`src/rtl/bus_arb_pkg.sv`:
```
// Shared types and helpers for the bus host arbiter slice.
package bus_arb_pkg;

  localparam int unsigned MaxHosts = 8;
  localparam int unsigned AW = 32;
  localparam int unsigned DW = 32;

  typedef struct packed {
    logic [AW-1:0]   addr;
    logic            we;
    logic [DW/8-1:0] be;
    logic [DW-1:0]   wdata;
  } host_req_t;

  // Index width for n entries, never narrower than one bit.
  function automatic int unsigned idx_width(input int unsigned n);
    return (n > 1) ? $clog2(n) : 1;
  endfunction

endpackage

```
`src/rtl/bus_host_arbiter_if.sv`:
```
// Upstream host ports plus the single downstream bus-host port of the arbiter.
interface bus_host_arbiter_if #(
  parameter int unsigned NrHosts      = 2,
  parameter int unsigned DataWidth    = 32,
  parameter int unsigned AddressWidth = 32
);
  // req/gnt/rvalid: a requester holds req and its fields stable until the
  // cycle req & gnt are both high; every granted transaction later gets
  // exactly one rvalid pulse (with rdata/err), strictly in grant order.
  logic [NrHosts-1:0]                   host_req_i;
  logic [NrHosts-1:0]                   host_gnt_o;
  logic [NrHosts-1:0][AddressWidth-1:0] host_addr_i;
  logic [NrHosts-1:0]                   host_we_i;
  logic [NrHosts-1:0][DataWidth/8-1:0]  host_be_i;
  logic [NrHosts-1:0][DataWidth-1:0]    host_wdata_i;
  logic [NrHosts-1:0]                   host_rvalid_o;
  logic [NrHosts-1:0][DataWidth-1:0]    host_rdata_o;
  logic [NrHosts-1:0]                   host_err_o;

  logic                    out_req_o;
  logic                    out_gnt_i;
  logic [AddressWidth-1:0] out_addr_o;
  logic                    out_we_o;
  logic [DataWidth/8-1:0]  out_be_o;
  logic [DataWidth-1:0]    out_wdata_o;
  logic                    out_rvalid_i;
  logic [DataWidth-1:0]    out_rdata_i;
  logic                    out_err_i;

  modport master (
    input  host_req_i, host_addr_i, host_we_i, host_be_i, host_wdata_i,
    output host_gnt_o, host_rvalid_o, host_rdata_o, host_err_o,
    output out_req_o, out_addr_o, out_we_o, out_be_o, out_wdata_o,
    input  out_gnt_i, out_rvalid_i, out_rdata_i, out_err_i
  );

  modport slave (
    output host_req_i, host_addr_i, host_we_i, host_be_i, host_wdata_i,
    input  host_gnt_o, host_rvalid_o, host_rdata_o, host_err_o,
    input  out_req_o, out_addr_o, out_we_o, out_be_o, out_wdata_o,
    output out_gnt_i, out_rvalid_i, out_rdata_i, out_err_i
  );
endinterface

```
`src/rtl/bus_arb_id_fifo.sv`:
```
// FIFO of granted host indices; the head names the owner of the next response.
module bus_arb_id_fifo
  import bus_arb_pkg::*;
#(
  parameter int unsigned Depth = 2,
  parameter int unsigned IdW   = 1,
  parameter int unsigned CntW  = $clog2(Depth + 1)
) (
  input  logic            clk_i,
  input  logic            rst_ni,
  input  logic            push_i,
  input  logic [IdW-1:0]  push_id_i,
  input  logic            pop_i,
  output logic [IdW-1:0]  head_id_o,
  output logic            full_o,
  output logic            empty_o,
  output logic [CntW-1:0] count_o
);
  localparam int unsigned PtrW = idx_width(Depth);

  logic [IdW-1:0]  mem_q [Depth];
  logic [IdW-1:0]  mem_d [Depth];
  logic [PtrW-1:0] wr_ptr_q, wr_ptr_d, rd_ptr_q, rd_ptr_d;
  logic [CntW-1:0] count_q, count_d;
  logic            push_eff, pop_eff;

  assign full_o    = (count_q == CntW'(Depth));
  assign empty_o   = (count_q == '0);
  assign count_o   = count_q;
  assign head_id_o = mem_q[rd_ptr_q];

  always_comb begin
    push_eff = push_i & ~full_o;
    pop_eff  = pop_i & ~empty_o;
    mem_d    = mem_q;
    wr_ptr_d = wr_ptr_q;
    rd_ptr_d = rd_ptr_q;
    count_d  = count_q;
    if (push_eff) begin
      mem_d[wr_ptr_q] = push_id_i;
      wr_ptr_d = (wr_ptr_q == PtrW'(Depth - 1)) ? '0 : wr_ptr_q + PtrW'(1);
    end
    if (pop_eff) begin
      rd_ptr_d = (rd_ptr_q == PtrW'(Depth - 1)) ? '0 : rd_ptr_q + PtrW'(1);
    end
    case ({push_eff, pop_eff})
      2'b10:   count_d = count_q + CntW'(1);
      2'b01:   count_d = count_q - CntW'(1);
      default: count_d = count_q;
    endcase
  end

  always_ff @(posedge clk_i or negedge rst_ni) begin
    if (!rst_ni) begin
      for (int i = 0; i < int'(Depth); i++) mem_q[i] <= '0;
      wr_ptr_q <= '0;
      rd_ptr_q <= '0;
      count_q  <= '0;
    end else begin
      mem_q    <= mem_d;
      wr_ptr_q <= wr_ptr_d;
      rd_ptr_q <= rd_ptr_d;
      count_q  <= count_d;
    end
  end

endmodule

```
`src/rtl/bus_host_arbiter.sv`:
```
// Round-robin arbiter sharing one req/gnt/rvalid bus-host port among NrHosts
// requesters, routing in-order responses back via an ID FIFO.
module bus_host_arbiter
  import bus_arb_pkg::*;
#(
  parameter int unsigned NrHosts        = 2,
  parameter int unsigned DataWidth      = 32,
  parameter int unsigned AddressWidth   = 32,
  parameter int unsigned MaxOutstanding = 2
) (
  input  logic clk_sys_i,
  input  logic rst_sys_ni,
  bus_host_arbiter_if.master bus,
  output logic [$clog2(MaxOutstanding+1)-1:0] outstanding_o
);
  localparam int unsigned IdxW = idx_width(NrHosts);
  localparam int unsigned CntW = $clog2(MaxOutstanding + 1);

  logic [IdxW-1:0] prio_q, prio_d, lock_id_q, lock_id_d;
  logic            lock_q, lock_d;
  logic [IdxW-1:0] sel_rr, sel, head_id;
  logic            found, any_req, out_req, hs, pop;
  logic            fifo_full, fifo_empty;
  logic [CntW-1:0] fifo_count;

  // First requester at or after prio_q, wrapping around.
  always_comb begin
    sel_rr = prio_q;
    found  = 1'b0;
    for (int i = 0; i < int'(NrHosts); i++) begin
      int j;
      j = int'(prio_q) + i;
      if (j >= int'(NrHosts)) j = j - int'(NrHosts);
      if (!found && bus.host_req_i[j]) begin
        sel_rr = IdxW'(j);
        found  = 1'b1;
      end
    end
  end

  assign sel     = lock_q ? lock_id_q : sel_rr;
  assign any_req = |bus.host_req_i;
  assign out_req = (lock_q | any_req) & ~fifo_full;
  assign hs      = out_req & bus.out_gnt_i;
  assign pop     = bus.out_rvalid_i & ~fifo_empty;

  assign bus.out_req_o   = out_req;
  assign bus.out_addr_o  = bus.host_addr_i[sel];
  assign bus.out_we_o    = bus.host_we_i[sel];
  assign bus.out_be_o    = bus.host_be_i[sel];
  assign bus.out_wdata_o = bus.host_wdata_i[sel];

  assign bus.host_gnt_o    = hs ? (NrHosts'(1) << sel) : '0;
  assign bus.host_rvalid_o = pop ? (NrHosts'(1) << head_id) : '0;
  assign bus.host_err_o    = (pop & bus.out_err_i) ? (NrHosts'(1) << head_id) : '0;

  always_comb begin
    for (int h = 0; h < int'(NrHosts); h++) bus.host_rdata_o[h] = bus.out_rdata_i;
  end

  // A stalled request pins the selection; a full FIFO leaves lock untouched.
  always_comb begin
    prio_d    = prio_q;
    lock_d    = lock_q;
    lock_id_d = lock_id_q;
    if (hs) begin
      lock_d = 1'b0;
      prio_d = (sel == IdxW'(NrHosts - 1)) ? '0 : sel + IdxW'(1);
    end else if (out_req) begin
      lock_d    = 1'b1;
      lock_id_d = sel;
    end
  end

  always_ff @(posedge clk_sys_i or negedge rst_sys_ni) begin
    if (!rst_sys_ni) begin
      prio_q    <= '0;
      lock_q    <= 1'b0;
      lock_id_q <= '0;
    end else begin
      prio_q    <= prio_d;
      lock_q    <= lock_d;
      lock_id_q <= lock_id_d;
    end
  end

  bus_arb_id_fifo #(
    .Depth(MaxOutstanding),
    .IdW  (IdxW),
    .CntW (CntW)
  ) u_id_fifo (
    .clk_i    (clk_sys_i),
    .rst_ni   (rst_sys_ni),
    .push_i   (hs),
    .push_id_i(sel),
    .pop_i    (pop),
    .head_id_o(head_id),
    .full_o   (fifo_full),
    .empty_o  (fifo_empty),
    .count_o  (fifo_count)
  );

  assign outstanding_o = fifo_count;

  always @(posedge clk_sys_i) begin
    if (rst_sys_ni) begin
      assert (!(bus.out_rvalid_i && fifo_empty))
        else $warning("out_rvalid_i with no transaction outstanding, ignored");
    end
  end

endmodule

```
`src/flat_wrapper.sv`:
```
// flat-port wrapper written by rule: the top's interface ports become plain ports
module bus_host_arbiter_flat import bus_arb_pkg::*;
#(
  parameter int unsigned NrHosts        = 2,
  parameter int unsigned DataWidth      = 32,
  parameter int unsigned AddressWidth   = 32,
  parameter int unsigned MaxOutstanding = 2
)
  (clk_sys_i, rst_sys_ni, outstanding_o, bus_host_req_i, bus_host_addr_i, bus_host_we_i, bus_host_be_i, bus_host_wdata_i, bus_host_gnt_o, bus_host_rvalid_o, bus_host_rdata_o, bus_host_err_o, bus_out_req_o, bus_out_addr_o, bus_out_we_o, bus_out_be_o, bus_out_wdata_o, bus_out_gnt_i, bus_out_rvalid_i, bus_out_rdata_i, bus_out_err_i);
  bus_host_arbiter_if #(.NrHosts(NrHosts), .DataWidth(DataWidth), .AddressWidth(AddressWidth)) bus_i ();
  input  logic clk_sys_i;
  input  logic rst_sys_ni;
  output logic [$clog2(MaxOutstanding+1)-1:0] outstanding_o;
  input wire logic [$bits(bus_i.host_req_i)-1:0] bus_host_req_i;
  input wire logic [$bits(bus_i.host_addr_i)-1:0] bus_host_addr_i;
  input wire logic [$bits(bus_i.host_we_i)-1:0] bus_host_we_i;
  input wire logic [$bits(bus_i.host_be_i)-1:0] bus_host_be_i;
  input wire logic [$bits(bus_i.host_wdata_i)-1:0] bus_host_wdata_i;
  output wire logic [$bits(bus_i.host_gnt_o)-1:0] bus_host_gnt_o;
  output wire logic [$bits(bus_i.host_rvalid_o)-1:0] bus_host_rvalid_o;
  output wire logic [$bits(bus_i.host_rdata_o)-1:0] bus_host_rdata_o;
  output wire logic [$bits(bus_i.host_err_o)-1:0] bus_host_err_o;
  output wire logic [$bits(bus_i.out_req_o)-1:0] bus_out_req_o;
  output wire logic [$bits(bus_i.out_addr_o)-1:0] bus_out_addr_o;
  output wire logic [$bits(bus_i.out_we_o)-1:0] bus_out_we_o;
  output wire logic [$bits(bus_i.out_be_o)-1:0] bus_out_be_o;
  output wire logic [$bits(bus_i.out_wdata_o)-1:0] bus_out_wdata_o;
  input wire logic [$bits(bus_i.out_gnt_i)-1:0] bus_out_gnt_i;
  input wire logic [$bits(bus_i.out_rvalid_i)-1:0] bus_out_rvalid_i;
  input wire logic [$bits(bus_i.out_rdata_i)-1:0] bus_out_rdata_i;
  input wire logic [$bits(bus_i.out_err_i)-1:0] bus_out_err_i;
  assign bus_i.host_req_i = bus_host_req_i;
  assign bus_i.host_addr_i = bus_host_addr_i;
  assign bus_i.host_we_i = bus_host_we_i;
  assign bus_i.host_be_i = bus_host_be_i;
  assign bus_i.host_wdata_i = bus_host_wdata_i;
  assign bus_host_gnt_o = bus_i.host_gnt_o;
  assign bus_host_rvalid_o = bus_i.host_rvalid_o;
  assign bus_host_rdata_o = bus_i.host_rdata_o;
  assign bus_host_err_o = bus_i.host_err_o;
  assign bus_out_req_o = bus_i.out_req_o;
  assign bus_out_addr_o = bus_i.out_addr_o;
  assign bus_out_we_o = bus_i.out_we_o;
  assign bus_out_be_o = bus_i.out_be_o;
  assign bus_out_wdata_o = bus_i.out_wdata_o;
  assign bus_i.out_gnt_i = bus_out_gnt_i;
  assign bus_i.out_rvalid_i = bus_out_rvalid_i;
  assign bus_i.out_rdata_i = bus_out_rdata_i;
  assign bus_i.out_err_i = bus_out_err_i;
  bus_host_arbiter #(.NrHosts(NrHosts), .DataWidth(DataWidth), .AddressWidth(AddressWidth), .MaxOutstanding(MaxOutstanding)) u_core (.clk_sys_i(clk_sys_i), .rst_sys_ni(rst_sys_ni), .bus(bus_i), .outstanding_o(outstanding_o));
endmodule
```
`config.mk`:
```
export PLATFORM = sky130hd
export DESIGN_NAME = bus_host_arbiter_flat
export DESIGN_NICKNAME = d
export VERILOG_FILES = /design/src/rtl/bus_arb_pkg.sv /design/src/rtl/bus_host_arbiter_if.sv /design/src/rtl/bus_arb_id_fifo.sv /design/src/rtl/bus_host_arbiter.sv /design/src/flat_wrapper.sv
export SDC_FILE = /design/constraint.sdc
export NUM_CORES = 1
export LEC_CHECK = 0
export CORE_AREA = 2 2 124 126
export CTS_BUF_LIST = sky130_fd_sc_hd__clkbuf_16
export DETAILED_ROUTE_END_ITERATION = 10
export DIE_AREA = 0 0 126 128
export MAX_ROUTING_LAYER = met4
export PLACE_DENSITY_LB_ADDON = 0.08
export SLEW_MARGIN = 20
export SYNTH_ARGS = -nofsm -noshare
export SYNTH_HDL_FRONTEND = slang
export SYNTH_HIERARCHICAL = 1
export SYNTH_SLANG_ARGS = --single-unit
```
`constraint.sdc`:
```
create_clock -name clk_sys_i -period 4.4 [get_ports clk_sys_i]
set_clock_uncertainty 0.15 [all_clocks]
set_input_delay 1.32 -clock clk_sys_i [delete_from_list [all_inputs] [get_ports clk_sys_i]]
set_output_delay 1.32 -clock clk_sys_i [all_outputs]
set_load 0.05 [all_outputs]
```
; After elaboration in Yosys (flattened, before gate mapping)
; Cells that the tools add are included.
[totals]
reg_bits = 9
input_bits = 177
out_inout_bits = 142
word_cells = 84
[op_classes]
add_sub_neg = 8
n_lt_le_gt_ge = 8
eq_ne = 3
shift = 2
muxes = 35
bitwise = 12
reduce_logical = 8
[op_table]
columns = cell, count
row1 = 32-bit two-way mux, 6
row2 = 32-bit by 3-bit less-than comparator with 1-bit output (second input constant), 2
row3 = 32-bit by 3-bit greater-or-equal comparator with 1-bit output (second input constant), 1
row4 = 32-bit by 3-bit subtractor with 32-bit output (second input constant), 1
row5 = 1-bit two-way mux, 21
row6 = 4-bit two-way mux, 2
row7 = 1-bit AND, 6
row8 = 2-bit two-way mux, 3
row9 = 2-bit == test (second input constant), 2
row10 = 2-bit greater-or-equal comparator (second input constant), 2
row11 = 1-bit inverter with 2-bit output, 2
row12 = 2-bit case mux with 2 select lines, 1
row13 = 2-bit nonzero test, 2
row14 = 1-bit by 1-bit left shift with 2-bit output (first input constant), 2
row15 = 1-bit adder (second input constant), 3
row16 = 1-bit inverter, 3
row17 = 1-bit by 2-bit subtractor with 3-bit output (second input constant), 1
row18 = 1-bit by 1-bit adder with 2-bit output (second input constant), 1
row19 = 2-bit by 1-bit adder with 2-bit output (second input constant), 1
row20 = 2-bit bitwise mux, 1
row21 = 2-bit by 1-bit == test with 1-bit output (second input constant), 1
row22 = 1-bit by 2-bit greater-or-equal comparator with 1-bit output (second input constant), 1
row23 = 1-bit logical AND, 2
row24 = 2-bit logical NOT, 1
row25 = other kinds (8), 8

; Depth between registers and ports, before layout
[depth]
depth_word = 12
ltp_mapped = 10
depth_no_buf = 10

; Hierarchy
; Netlist, hierarchy kept.
[modules_own_cells]
columns = mod, n_inst, cells_each, area_per_inst_um2, seq_area_each_um2
row1 = bus_host_arbiter, 1, 169, 1570.3, 75.1
row2 = bus_arb_id_fifo, 1, 23, 282.8, 150.1

; Worst setup path after synthesis
; OpenSTA, ideal clock, no wires.
[synth_timing]
path_type = input port to output port
startpoint = input bus_host_req_i[0]
endpoint = output bus_host_gnt_o[1]
t_arrival_ns = 2.831
required_time_ns = 2.930
path_slack_ns = 0.099
path_stages = 4
path_buffers = 1
path_cell_list = a21boi_1 o31ai_4 buf_6 nor2b_1
[synth_between]
elab_chain_cells = 10
word_cells_on_any_way = 18
cone_classes = shift (1) / mux (11) / bitwise (3) / reduce/logical (3)
[synth_lines]
columns = element, line_no
row1 = start: declaration, flat_wrapper.sv:14  ; input wire logic [$bits(bus_i.host_req_i)-1:0] bus_host_req_i;
row2 = 1-bit two-way mux (implied by the code) (3 in a row), bus_host_arbiter.sv:34  ; if (!found && bus.host_req_i[j]) begin
row3 = 1-bit two-way mux, bus_host_arbiter.sv:34
row4 = 1-bit logical NOT, bus_host_arbiter.sv:34
row5 = 1-bit logical AND, bus_host_arbiter.sv:34
row6 = 1-bit two-way mux (*), bus_host_arbiter.sv:34
row7 = 1-bit two-way mux (*), bus_host_arbiter.sv:41  ; assign sel = lock_q ? lock_id_q : sel_rr;
row8 = net u_core.sel, bus_host_arbiter.sv:21  ; logic [IdxW-1:0] sel_rr, sel, head_id;
row9 = 1-bit by 1-bit left shift with 2-bit output (*), bus_host_arbiter.sv:53  ; assign bus.host_gnt_o = hs ? (NrHosts'(1) << sel) : '0;
row10 = 2-bit two-way mux (*), bus_host_arbiter.sv:53
row11 = end: declaration, flat_wrapper.sv:19  ; output wire logic [$bits(bus_i.host_gnt_o)-1:0] bus_host_gnt_o;
; The timed path passes the listed nets; every way through them passes the cells marked *. The select of a mux whose other input is x is not followed.

; Worst setup path after layout
[layout_timing]
startpoint = input bus_host_req_i[0]
endpoint = output bus_out_wdata_o[28]
[layout_between]
elab_chain_cells = 10
word_cells_on_any_way = 14
cone_classes = mux (12) / reduce/logical (2)
[layout_lines]
columns = element, line_no
row1 = 1-bit two-way mux (implied by the code) (3 in a row), bus_host_arbiter.sv:34
row2 = 1-bit two-way mux, bus_host_arbiter.sv:34
row3 = 1-bit logical NOT, bus_host_arbiter.sv:34
row4 = 1-bit logical AND, bus_host_arbiter.sv:34
row5 = 1-bit two-way mux (*), bus_host_arbiter.sv:34
row6 = 1-bit two-way mux (*), bus_host_arbiter.sv:41
row7 = 32-bit two-way mux (implied by the code) (*) (2 in a row), bus_host_arbiter.sv:51  ; assign bus.out_wdata_o = bus.host_wdata_i[sel];
row8 = end: declaration, flat_wrapper.sv:27  ; output wire logic [$bits(bus_i.out_wdata_o)-1:0] bus_out_wdata_o;
; Mark *: on every way between the ends. The rest lies on a longest branch, timed or not. The select of a mux whose other input is x is not followed.

==> metrics.md <==
| Metric | Value |
|---|---|
| Core Rows | 45 |
| Max-slew violations | 0 |
| Max Buffers Root-to-Sink | 2 |
| GRT Total Usage | 10.3% |
| Clk Latency, worst-skew pair | 0.23 ns |
| Max Fanout on Critical Path | 13 |
| Layout cells sized above 1 | 47.4% |
| CP max stage cell | mux2_2 |
| IO buf count | 222 |
| Arrival time reported for the critical path endpoint | 2.86 ns |
| Post-Syn Area per Cell | 9.65 um2 |
| Combined buffer and inverter count along the critical path | 5 |
| Class of the worst hold path | register to register |
| Remaining max-slew budget at the tightest pin | 64.6% |
| Max-cap violations | 0 |
| Number of nets in the final layout | 542 |
| Share of synthesized registers carrying an async set or reset | 100% |
| Total placed cells including tap cells | 537 |
| RSZ-0062 raised after global routing | false |
| Worst-case setup margin in the final layout | 0.0726 ns |
| Detail-routed net length per standard cell | 15.9 um |
| Synth area leaders | mux2_2, buf_4, dfrtp_1, buf_6, nor2b_1 |
| Largest delay share family, worst path | buffers and inverters |
| Most used DFF post-synth | dfrtp_1 |
| Avg Vias per Cell | 3.61 |
| First-pass GRT wire length | 12400 um |
| H-tree Lvls | 1 |
| Number of top-level pins | 319 |
| Number of cells on the worst hold path | 1 |
| Startpoint of the most critical hold path | u_core/u_id_fifo/rd_ptr_q$_DFFE_PN0P_ |
| Clock-pin slew reported for the worst setup and hold paths after clock tree synthesis | 0.04 ns |
| TritonCTS clock tree | yes |
| Unique cell type count in the Yosys netlist | 25 |
| Residual antenna-violating net count after detailed routing | 0 |
| Post-detailed-placement cell area | 3680 um2 |
| Count of synthesis-stage warnings from yosys | 6 |
| TritonCTS buffer count | 3 |
| Crit. End Element | output pin |
| Number of antenna violations at the first check in global routing | 0 |
| HPWL after DPL | 6770 um |
| Class of the most critical setup path | input pin to output pin |
| Most common library cell in the layout ignoring fill and taps | clkdlybuf4s50_1 |
| Flip-flop and latch count after synthesis | 9 |
| Peak Freq | 0.231 GHz |
| Worst r2r src | u_core/u_id_fifo/count_o[0]$_DFFE_PN0P_ |
| Final cell count without fillers | 551 |
| Via total after detailed routing | 1991 |
| CP most frequent cell | buf_4 |
| Final Hold Violating Endpoints | 0 |
| Reg2reg end | u_core/u_id_fifo/count_o[1]$_DFFE_PN0P_ |
| Initial core utilization | 12.5% |
| Floorplan die height | 128 um |
| Worst vdd ir | 0.000355 V |
| Cell area power density | 760 nW/um2 |
| Number of enable flip-flop cells after synthesis | 0 |
| Register-to-Register Setup Slack | 2.21 ns |
| Depth of the worst register-to-register path | 10 |
| Worst Hold Slack | 0.330 ns |
| Total congestion overflow | 0 |
| First DRT Iteration DRCs | 26 |
| Sequential area share after synthesis | 12.2% |
| Commonest non-fill, non-tap cells in the layout | clkdlybuf4s50_1, mux2_2, buf_4 |
| Area share of the leading cell type in the synthesized netlist | 43.8% |
| CP startpoint kind | input pin |
| Count of endpoints failing setup in the final report | 0 |
| CP required | 2.93 ns |
| Drt total wl | 8780 um |
| Series of cell instances along the critical path | dlygate4sd2_1 -> a21boi_4 -> o31ai_4 -> buf_6 -> buf_4 -> buf_12 -> mux2_2 -> buf_4 |
| Area of the die | 16100 um2 |
| Gp weighted congestion | 0.750 |
| Post-detailed-route DRC marker count | 0 |
| Area growth from synthesis to layout | 119% |
| Synth area leader | mux2_2 |
| Clock root buffer master | clkbuf_16 |
| Period minus WS final | 4.33 ns |
| Final critical-path share of the clock period | 98.4% |
| Summed instance area of the synthesized netlist | 1850 um2 |
| Antenna cells | 0 |
| Slowest cell delay on critical path | 0.35 ns |
| Cell area after layout | 4060 um2 |
| Die Width | 126 um |
| Count of clock tree sinks | 9 |
| Floorplan Core Area | 14900 um2 |
| Status | finished, final reports clean |
| Maximum number of pins on one net before global-route repair | 26 |
| Pre-CTS setup slack | -0.225 ns |
| Lkg Pwr | 1.68 nW |
| Via count of the first global-routing pass | 2017 |
| Worst hold path endpoint | u_core/u_id_fifo/rd_ptr_q$_DFFE_PN0P_ |
| Synthesized instance count | 192 |
| Nets in the synthesized netlist | 370 |
| Actual slew at the worst max-slew pin | 0.529 ns |
| First-pass DRT Iterations | 4 |
repair_timing:
action,CTS,global route
buffers inserted,7,0
gates cloned,4,0
endpoints found under the setup margin,70,62
hold buffers,0,0
pin swaps,1,1
gates resized for setup,45,3
Yosys cell counts (2+ instances only):
master,instances
mux2_2,72
nand2_1,4
inv_1,2
xor2_1,2
buf_4,64
nor2_1,6
a21oi_1,2
and2_1,2
nor2b_1,5
xnor2_1,3
o21ai_0,2
dfrtp_1,9
buf_6,7
registers in the layout (all words and copies together), names as in the netlist:
name	count
u_core/u_id_fifo/rd_ptr_q	1
u_core/u_id_fifo/count_o	2
u_core/u_id_fifo/wr_ptr_q	1
u_core/lock_id_q	1
u_core/u_id_fifo/mem_q	2
u_core/prio_q	1
u_core/lock_q	1
report_power, final:
group / internal [mW] / total, mW / switching, mW
clock network: 0.118 / 0.154 / 0.0361
registers: 0.128 / 0.174 / 0.0463
logic: 1.19 / 2.75 / 1.57
total: 1.43 / 3.08 / 1.65
worst register-to-register path, delay by kind of cell (launching register included):
kind	cells	cell delay [ns]
buffers and inverters	3	0.33
AO/OA/AOI/OAI	1	0.11
XOR/XNOR	1	0.15
AND/OR/NAND/NOR	4	0.61
adder cells (fa/ha/maj)	1	0.32
flip-flops	1	0.43
how the worst max path moves through the flow:
stage	from	slack (ns)	endpoint	cells after the start
2_1_floorplan	bus_host_req_i[0]	0.1	bus_host_gnt_o[1]	4
3_3_place_gp	bus_host_req_i[1]	-0.22	bus_out_wdata_o[30]	6
3_5_place_dp	bus_host_req_i[1]	-0.22	bus_out_wdata_o[31]	6
4_1_cts	bus_host_req_i[0]	-0.03	bus_out_addr_o[28]	9
5_1_grt	bus_host_req_i[0]	0.002	bus_out_wdata_o[28]	8
6_report	bus_host_req_i[0]	0.07	bus_out_wdata_o[28]	8
per-stage QoR:
step                      utilization [%]  power, mW  setup TNS [ns]
after floorplan                         -       2.05               0
after global routing                 27.3       3.23               0
final                                27.3       3.08               0
after CTS                            27.5       3.17          -0.354
after detailed placement             24.8       2.57          -14.52
after global placement               24.8       2.59          -14.19
cells by family after synthesis:
kind of cell             after synthesis  share of synthesized area [%]
XOR/XNOR                               5                           2.36
buffers and inverters                 73                           30.6
AO/OA/AOI/OAI                          7                           3.04
multiplexers                          73                           44.4
AND/OR/NAND/NOR                       24                           6.82
flip-flops                             9                           12.2
adder cells (fa/ha/maj)                1                          0.675
layer usage:
layer  share of wire [%]  GRT usage (%)
met5                   0              -
met4                0.19           1.03
met3                  11           3.55
met2                  48           17.5
met1                  41           12.3
area by class of cell:
class                      instances  area, um2
clock buffer                       3       75.1
clock inverter                     1       3.75
fill                            1606      10800
inverter                           2       7.51
multi-input combinational        110       1100
sequential                         9        225
tap                              188        235
timing repair buffer             238       2410
No activity file was read; power rests on OpenSTA's default activity.
